**src/rtl/regfile_pkg.sv**
```systemverilog
// Shared constants and helpers for the register file and its scoreboard.
// Latency: n/a (compile-time only).
// Backpressure: n/a.
package regfile_pkg;

  localparam int DATA_W_DEF = 32;
  localparam int ADDR_W_DEF = 5;
  localparam int REG_ZERO   = 0;

  // LSB position of port k in a bus of packed, equally sized per-port fields.
  function automatic int port_lsb(input int k, input int w);
    return k * w;
  endfunction

endpackage

```
**src/rtl/regfile_scoreboard_if.sv**
```systemverilog
// Read/write/claim bundle between the decode/writeback stages and the register file.
// Latency: n/a (wires only).
// Backpressure: none; the rbusy/any_busy outputs are the stall indication for decode.
interface regfile_scoreboard_if #(
  parameter int DATA_W = 32,
  parameter int ADDR_W = 5,
  parameter int NREAD  = 2
) ();

  logic [NREAD*ADDR_W-1:0] rnum;
  logic [NREAD*DATA_W-1:0] rdata;
  logic [NREAD-1:0]        rbusy;
  logic                    write;
  logic [ADDR_W-1:0]       wnum;
  logic [DATA_W-1:0]       wdata;
  logic                    claim;
  logic [ADDR_W-1:0]       cnum;
  logic                    any_busy;

  modport master (
    output rnum, write, wnum, wdata, claim, cnum,
    input  rdata, rbusy, any_busy
  );

  modport slave (
    input  rnum, write, wnum, wdata, claim, cnum,
    output rdata, rbusy, any_busy
  );

endinterface

```
**src/rtl/reg_busy_table.sv**
```systemverilog
// Pending-producer bit per register: clear on writeback, then set on claim.
// Latency: reads are combinational from registered bits; updates land on the clock edge.
// Backpressure: none; callers stall on rbusy_o / any_busy_o themselves.
module reg_busy_table
  import regfile_pkg::*;
#(
  parameter int ADDR_W = ADDR_W_DEF,
  parameter int NREAD  = 2
) (
  input  logic                    clock_i,
  input  logic                    reset_i,
  input  logic                    clr_i,
  input  logic [ADDR_W-1:0]       clr_num_i,
  input  logic                    set_i,
  input  logic [ADDR_W-1:0]       set_num_i,
  input  logic [NREAD*ADDR_W-1:0] rnum_i,
  output logic [NREAD-1:0]        rbusy_o,
  output logic                    any_busy_o
);

  localparam int DEPTH = 1 << ADDR_W;

  logic [DEPTH-1:0] busy_q;
  logic [DEPTH-1:0] busy_d;

  // Clear first so a claim in the same cycle as the writeback wins (WAW: new producer owns the reg).
  always_comb begin
    busy_d = busy_q;
    if (clr_i) busy_d[clr_num_i] = 1'b0;
    if (set_i) busy_d[set_num_i] = 1'b1;
  end

  // Busy bits; reset discards every outstanding claim.
  always_ff @(posedge clock_i or posedge reset_i) begin
    if (reset_i) busy_q <= '0;
    else         busy_q <= busy_d;
  end

  for (genvar k = 0; k < NREAD; k++) begin : g_rd
    localparam int AL = port_lsb(k, ADDR_W);
    assign rbusy_o[k] = busy_q[rnum_i[AL +: ADDR_W]];
  end

  assign any_busy_o = |busy_q;

endmodule

```
**src/rtl/regfile_scoreboard.sv**
```systemverilog
// Multi-read-port register file with optional zero register, write-to-read bypass and RAW scoreboard.
// Latency: reads 0 cycles (combinational, with same-cycle writeback bypass); writes/claims on the clock edge.
// Backpressure: none; decode stalls on rbusy, drain logic watches any_busy.
module regfile_scoreboard
  import regfile_pkg::*;
#(
  parameter int DATA_W   = DATA_W_DEF,
  parameter int ADDR_W   = ADDR_W_DEF,
  parameter int NREAD    = 2,
  parameter bit ZERO_REG = 1'b1
) (
  input  logic                 clock,
  input  logic                 reset,
  regfile_scoreboard_if.slave  bus
);

  localparam int DEPTH = 1 << ADDR_W;

  logic [DATA_W-1:0] mem_q [DEPTH];
  logic              wr_en;
  logic              cl_en;
  logic [NREAD-1:0]  busy_raw;

  // Index 0 is a constant when ZERO_REG is set, so neither data nor busy may be touched there.
  assign wr_en = bus.write && !(ZERO_REG && (bus.wnum == ADDR_W'(REG_ZERO)));
  assign cl_en = bus.claim && !(ZERO_REG && (bus.cnum == ADDR_W'(REG_ZERO)));

  // Data array; reset clears every register.
  always_ff @(posedge clock or posedge reset) begin
    if (reset) begin
      for (int i = 0; i < DEPTH; i++) mem_q[i] <= '0;
    end else if (wr_en) begin
      mem_q[bus.wnum] <= bus.wdata;
    end
  end

  reg_busy_table #(
    .ADDR_W (ADDR_W),
    .NREAD  (NREAD)
  ) u_busy (
    .clock_i    (clock),
    .reset_i    (reset),
    .clr_i      (wr_en),
    .clr_num_i  (bus.wnum),
    .set_i      (cl_en),
    .set_num_i  (bus.cnum),
    .rnum_i     (bus.rnum),
    .rbusy_o    (busy_raw),
    .any_busy_o (bus.any_busy)
  );

  for (genvar k = 0; k < NREAD; k++) begin : g_rd
    localparam int AL = port_lsb(k, ADDR_W);
    localparam int DL = port_lsb(k, DATA_W);

    logic [ADDR_W-1:0] idx;
    logic [DATA_W-1:0] rd;
    logic              rb;

    assign idx = bus.rnum[AL +: ADDR_W];

    // Per-port read: zero reg and reset force 0, otherwise a matching writeback bypasses the array.
    always_comb begin
      rd = mem_q[idx];
      rb = busy_raw[k];
      if (reset || (ZERO_REG && (idx == ADDR_W'(REG_ZERO)))) begin
        rd = '0;
        rb = 1'b0;
      end else if (bus.write && (bus.wnum == idx)) begin
        rd = bus.wdata;
        rb = 1'b0;
      end
    end

    assign bus.rdata[DL +: DATA_W] = rd;
    assign bus.rbusy[k]            = rb;
  end

endmodule

```
**src/flat_wrapper.sv**
```systemverilog
// flat-port wrapper written by rule: the top's interface ports become plain ports
module regfile_scoreboard_flat import regfile_pkg::*;
#(
  parameter int DATA_W   = DATA_W_DEF,
  parameter int ADDR_W   = ADDR_W_DEF,
  parameter int NREAD    = 2,
  parameter bit ZERO_REG = 1'b1
)
  (clock, reset, bus_rnum, bus_write, bus_wnum, bus_wdata, bus_claim, bus_cnum, bus_rdata, bus_rbusy, bus_any_busy);
  regfile_scoreboard_if #(.DATA_W(DATA_W), .ADDR_W(ADDR_W), .NREAD(NREAD)) bus_i ();
  input  logic clock;
  input  logic reset;
  input wire logic [$bits(bus_i.rnum)-1:0] bus_rnum;
  input wire logic [$bits(bus_i.write)-1:0] bus_write;
  input wire logic [$bits(bus_i.wnum)-1:0] bus_wnum;
  input wire logic [$bits(bus_i.wdata)-1:0] bus_wdata;
  input wire logic [$bits(bus_i.claim)-1:0] bus_claim;
  input wire logic [$bits(bus_i.cnum)-1:0] bus_cnum;
  output wire logic [$bits(bus_i.rdata)-1:0] bus_rdata;
  output wire logic [$bits(bus_i.rbusy)-1:0] bus_rbusy;
  output wire logic [$bits(bus_i.any_busy)-1:0] bus_any_busy;
  assign bus_i.rnum = bus_rnum;
  assign bus_i.write = bus_write;
  assign bus_i.wnum = bus_wnum;
  assign bus_i.wdata = bus_wdata;
  assign bus_i.claim = bus_claim;
  assign bus_i.cnum = bus_cnum;
  assign bus_rdata = bus_i.rdata;
  assign bus_rbusy = bus_i.rbusy;
  assign bus_any_busy = bus_i.any_busy;
  regfile_scoreboard #(.DATA_W(DATA_W), .ADDR_W(ADDR_W), .NREAD(NREAD), .ZERO_REG(ZERO_REG)) u_core (.clock(clock), .reset(reset), .bus(bus_i));
endmodule
```
**config.mk**
```make
export PLATFORM = sky130hd
export DESIGN_NAME = regfile_scoreboard_flat
export DESIGN_NICKNAME = d
export VERILOG_FILES = /design/src/rtl/regfile_pkg.sv /design/src/rtl/regfile_scoreboard_if.sv /design/src/rtl/reg_busy_table.sv /design/src/rtl/regfile_scoreboard.sv /design/src/flat_wrapper.sv
export SDC_FILE = /design/constraint.sdc
export NUM_CORES = 2
export LEC_CHECK = 0
export CAP_MARGIN = 20
export CORE_UTILIZATION = 63
export CTS_CLUSTER_SIZE = 12
export DETAILED_ROUTE_END_ITERATION = 8
export GPL_ROUTABILITY_DRIVEN = 1
export PLACE_DENSITY = 0.81
export RECOVER_POWER = 25
export SYNTH_ARGS = -nofsm -noshare
export SYNTH_HDL_FRONTEND = slang
export SYNTH_SLANG_ARGS = --single-unit
```
**constraint.sdc**
```tcl
create_clock -name clock -period 53 [get_ports clock]
set_input_delay 10.6 -clock clock [delete_from_list [all_inputs] [get_ports clock]]
set_output_delay 10.6 -clock clock [all_outputs]
set_load 0.02 [all_outputs]
```
* After elaboration in Yosys (flattened, before gate mapping)
Index checks and enable logic that the tools add are counted.
** Storage, ports and cells
- Output and inout bits :: 67
- Bits in registers :: 1056
- Input port bits :: 56
** Cells by class
- $lt $le $gt $ge :: 10
- Bitwise operators :: 6
- Multiplexer cells :: 27
- Reduce and logical (&&, ||, !) cells :: 16
- Equal/unequal tests :: 2
** Operators by type and width (number)
- bitwise mux 1024 bit :: 1
- 2-to-1 mux 32 bit :: 11
- binary-select mux 32 bit (select 5 bit) :: 2
- demux 32 bit (select 5 bit) :: 1
- bitwise AND 32 bit :: 1
- inverter 32 bit :: 1
- bitwise OR 32 bit :: 1
- OR reduction 32 bit :: 1
- less-than comparator 5 x 6 -> 1 bit (second input constant) :: 4
- logical NOT 5 bit :: 4
- greater-or-equal comparator 6 bit (second input constant) :: 3
- inverter 5 -> 6 bit :: 3
- binary-select mux 1 bit (select 5 bit) :: 2
- demux 1 bit (select 5 bit) :: 2
- equality test 5 bit :: 2
- greater-or-equal comparator 5 x 1 -> 1 bit (second input constant) :: 2
- 2-to-1 mux 1 bit :: 8
- logical AND 1 bit :: 7
- less-than comparator 6 x 1 -> 1 bit (second input constant) :: 1
- logical NOT 1 bit :: 2
- logical OR 1 bit :: 2

* Longest topological paths before layout
- Word-level depth :: 9
- Mapped depth :: 10

* Modules after synthesis
Synthesis repeated with hierarchy kept, for this count alone.
** Unflattened totals
- Cell total of the unflattened synthesis :: 4431
- Area total of the unflattened synthesis :: 57188.6 um2
** Modules (own cells, without submodules)
- regfile_scoreboard :: cells each 4213, sequential area each 25624.6 um2, times used 1, area an instance 55160.4 um2
- reg_busy_table :: cells each 218, sequential area each 800.8 um2, times used 1, area an instance 2028.2 um2

* Worst setup path before layout
OpenSTA, ideal clock, no wires.
- Kind :: in2out
- From :: in reset
- To :: out bus_rdata[0]
- Data arrival time :: 35578 ps
- Cell stages on the path :: 5
- Setup slack :: 6822 ps
- Cell sequence :: inv_1 -> o211ai_1 -> clkbuf_1 -> a21oi_1 -> a221o_1
** Between the ends
- Longest elaborated chain between the ends :: 2
** Ends and longest elaborated chain
- from (decl) :: RTL line flat_wrapper.sv:12 : input logic reset;
- logical OR 1 bit :: RTL line regfile_scoreboard.sv:66 : if (reset || (ZERO_REG && (idx == ADDR_W'(REG_ZERO)))) begin
- 2-to-1 mux 32 bit :: RTL line regfile_scoreboard.sv:66
- to (decl) :: RTL line flat_wrapper.sv:19 : output wire logic [$bits(bus_i.rdata)-1:0] bus_rdata;
Every way passes these cells.

* Final worst setup path
- From :: in reset
- To :: out bus_rdata[51]
The elaborated chain is that of the path after synthesis.

==> flow_summary.toml <==
[run_status]
status = "complete, but fails checks"
failed_checks = "capacitance limit, slew limit"

[die]
dieArea_um2 = 91800
die_w_um = 303
io_pins = 123
start_util_pct = 63.5
die_h_um = 303
core_um2 = 89900
rows = 110

[route]
drt-vias-per-instance = 7.59
drc = 0
first_pass_iters = 6
vias = 38849
drt-total-wl_mm = 172
drtIter0Drc = 5370
ant_nets = 0
avgRoutedWirePerCell_um = 33.6

[final_layout]
synthToLayoutAreaGrowth_pct = 9.35
fillers = 5961
instances_no_fill = 5116
multi_input_area_um2 = 28800
nets = 3917
seqCellArea_um2 = 26400
final_cell_area_um2 = 62400
drive_gt1_share_pct = 42.8

[logic_synthesis]
avgSynthCellArea_um2 = 14.4
synth_area_leaders = "dfrtp_1 (46%), mux2_2 (20%), mux4_2 (16%), mux2i_1 (5.8%), a221oi_1 (2.4%)"
ys_top_cells_by_count = "dfrtp_1 (1056), mux2_2 (993), mux4_2 (398), mux2i_1 (329), clkbuf_1 (304)"
synth.top_cell.area_share_pct = 46.3
ys_seq_area_share_pct = 46.3
ys_ff_latch = 1056
syn_inst = 3978
ys.warnings.count = 0
synth_nets = 4034
ys.flop_type = "dfrtp_1"
synth_most_common_cell = "dfrtp_1"
syn-cell-area_um2 = 57100
synth_cell_type_count = 51
yosysTopAreaCell = "dfrtp_1"
async_reset_ff_share_pct = 100
synth_edf_count = 0

[clocking]
numClockSinks = 1056
clk_pin_slew_ns = 0.06
cts_buffer_depth = 3
holdBufCountCts = 0
cts_inserted_buffers = 108
ctsRootBufferMaster = "clkbuf_16"
htree_num_levels = 3
cts_tree = "done"
post_cts_resize_count = 0
clk_latency_ns = 0.68
post_cts_buffers = 0

[critical_path]
critical-path-slowest-cell = "clkinvlp_2"
worstPathCellList = "dlygate4sd3_1 > clkinvlp_2 > o211ai_1 > buf_4 > a21oi_1 > a211o_1 > clkdlybuf4s50_1"
critPathKind = "in -> out"
cp_slowest_stage_delay_ns = 4.74
crit_required_ns = 42.40
r2r_start = "u_core.mem_q[647]$_DFFE_PP0P_"
rrSetupSlack_ns = 52.18
startpoint_type = "input pin"
r2r-end = "u_core.mem_q[647]$_DFFE_PP0P_"
reg2reg_depth = 1
critPathMaxFanout = 134
cp-end-kind = "primary output"
cp.arrival_ns = 20.81

[power]
finalPower_w = 0.00232
leakagePower_nw = 27.3
p_int_w = 0.00167
power.density_nw_per_um2 = 37.1
power.share.combinational_pct = 20.8
ir_drop_uv = 30.4
pwr-share-seq_pct = 46.6
clkPwrFrac_pct = 32.5
power_switching_w = 0.000644
switching_share_pct = 27.8

[timing]
tightestPinTransition_ns = 9.08
post-route-period-util_pct = 59.3
slew_viol_final = 567
maxClockFrequency_ghz = 0.0318
fin_crit_ns = 31.41
setup_viol = 0
slew_headroom_pct = -506
setup_ws_ns = 21.59
fin_skew_ns = 0
rsz0062_at_grt = "false"
hold_viol = 0
fin_setup_tns_ns = 0

[grt]
antenna_found_initial = 6
grt_max_degree = 173
grt_usage_pct = 37.9
grt-ovfl-total = 0
grt_pass1_vias = 39103
grt_first_pass_wirelength_mm = 255

[placement]
dpl.hpwl_mm = 93.9
place_area_um2 = 58800
gp_routability_congestion = 0.861
numPlacedInstances = 4913
dp_slack_ns = 25.99
port_buffers = 122

[min_path]
min_to = "u_core.mem_q[1018]$_DFFE_PP0P_"
hp-class = "reg -> reg"
whs_path_depth = 0
hold_start = "u_core.mem_q[1018]$_DFFE_PP0P_"

[run]
maxCapViolCount = 10
==> per-layer routing <==
metal,up-vias,GRT usage [%],share of wire [%]
li1,15253,-,-
met1,20561,52.5,38
met2,2516,56.1,46
met3,513,10.3,11
met4,6,18.2,4.7
met5,-,0,0.021
==> cell usage in the layout, fill, tap and decap left out, drive strengths merged, types with 6 or more instances in the layout <==
cell type	Yosys	layout
a22o	9	9
clkinv	1	14
nand4	6	6
a22oi	95	95
o21ai	11	11
xnor2	10	10
nor4	8	8
a221oi	158	158
dlygate4sd3	0	6
nor2	28	28
a211o	30	30
mux2i	329	329
a21oi	94	94
a32o	6	6
clkdlybuf4s50	0	108
mux2	993	993
nor2b	14	14
clkbuf	304	180
mux4	398	398
and2	32	32
o211ai	8	8
inv	18	21
and3	6	6
o21bai	90	90
dfrtp	1056	1056
nand3	13	13
o22ai	10	10
nand2	35	35
a221o	30	30
buf	153	105
==> cells by family after synthesis <==
kind of cell | after synthesis | share of synthesized area, %
muxes | 1720 | 41.0
DFF | 1056 | 46.3
AOI/OAI and AO/OA | 553 | 7.41
buffers and inverters | 476 | 3.60
and+or+nand+nor | 163 | 1.52
xor gates and xnor gates | 10 | 0.153
==> through the flow <==
step | hold slack [ns] | util [%]
2_1_floorplan | 0.441 | -
3_3_place_gp | 0.377 | 65.4
3_5_place_dp | 0.383 | 65.4
4_1_cts | 0.396 | 69.2
5_1_grt | 0.408 | 69.5
6_report | 0.401 | 69.5
==> state kept, by name, summed over array words and instances (netlist names) <==
| name | flops |
|---|---|
| u_core.u_busy.busy_q | 32 |
| u_core.mem_q | 1024 |
==> cell type report <==
class	count	share of cell area [%]
inverter	19	0.120
clock buffer	169	5.23
sequential	1056	42.3
antenna	1	0.00401
tap	1176	2.36
timing repair buffer	230	3.63
clock inverter	19	0.275
multi-input combinational	2446	46.1
==> worst max-delay path by stage <==
stage | from | to | slack [ns] | cells after the start
floorplan | reset | bus_rdata[0] | 6.82 | 5
global placement | bus_rnum[5] | bus_rdata[45] | 26.01 | 10
detailed placement | bus_rnum[5] | bus_rdata[57] | 25.99 | 10
CTS | bus_rnum[5] | bus_rdata[45] | 25.97 | 10
global route | reset | bus_rdata[53] | 20.20 | 7
finish | reset | bus_rdata[51] | 21.59 | 7
==> critical path: cells and delay by family <==
kind / cells / cell delay (ns)
buf+inv: 4 / 6.86
compound gates: 3 / 3.29
==> power by group through the flow <==
stage / logic (W) / registers, W / clock network, W
final: 0.000482 / 0.00108 / 0.000753
after global placement: 0.000458 / 0.00107 / 0
after CTS: 0.000477 / 0.00107 / 0.000755
after floorplan: 0.000381 / 0.00105 / 0
after detailed placement: 0.000473 / 0.00109 / 0
after global routing: 0.000513 / 0.00110 / 0.000786
No activity file was read; power rests on OpenSTA's default activity.
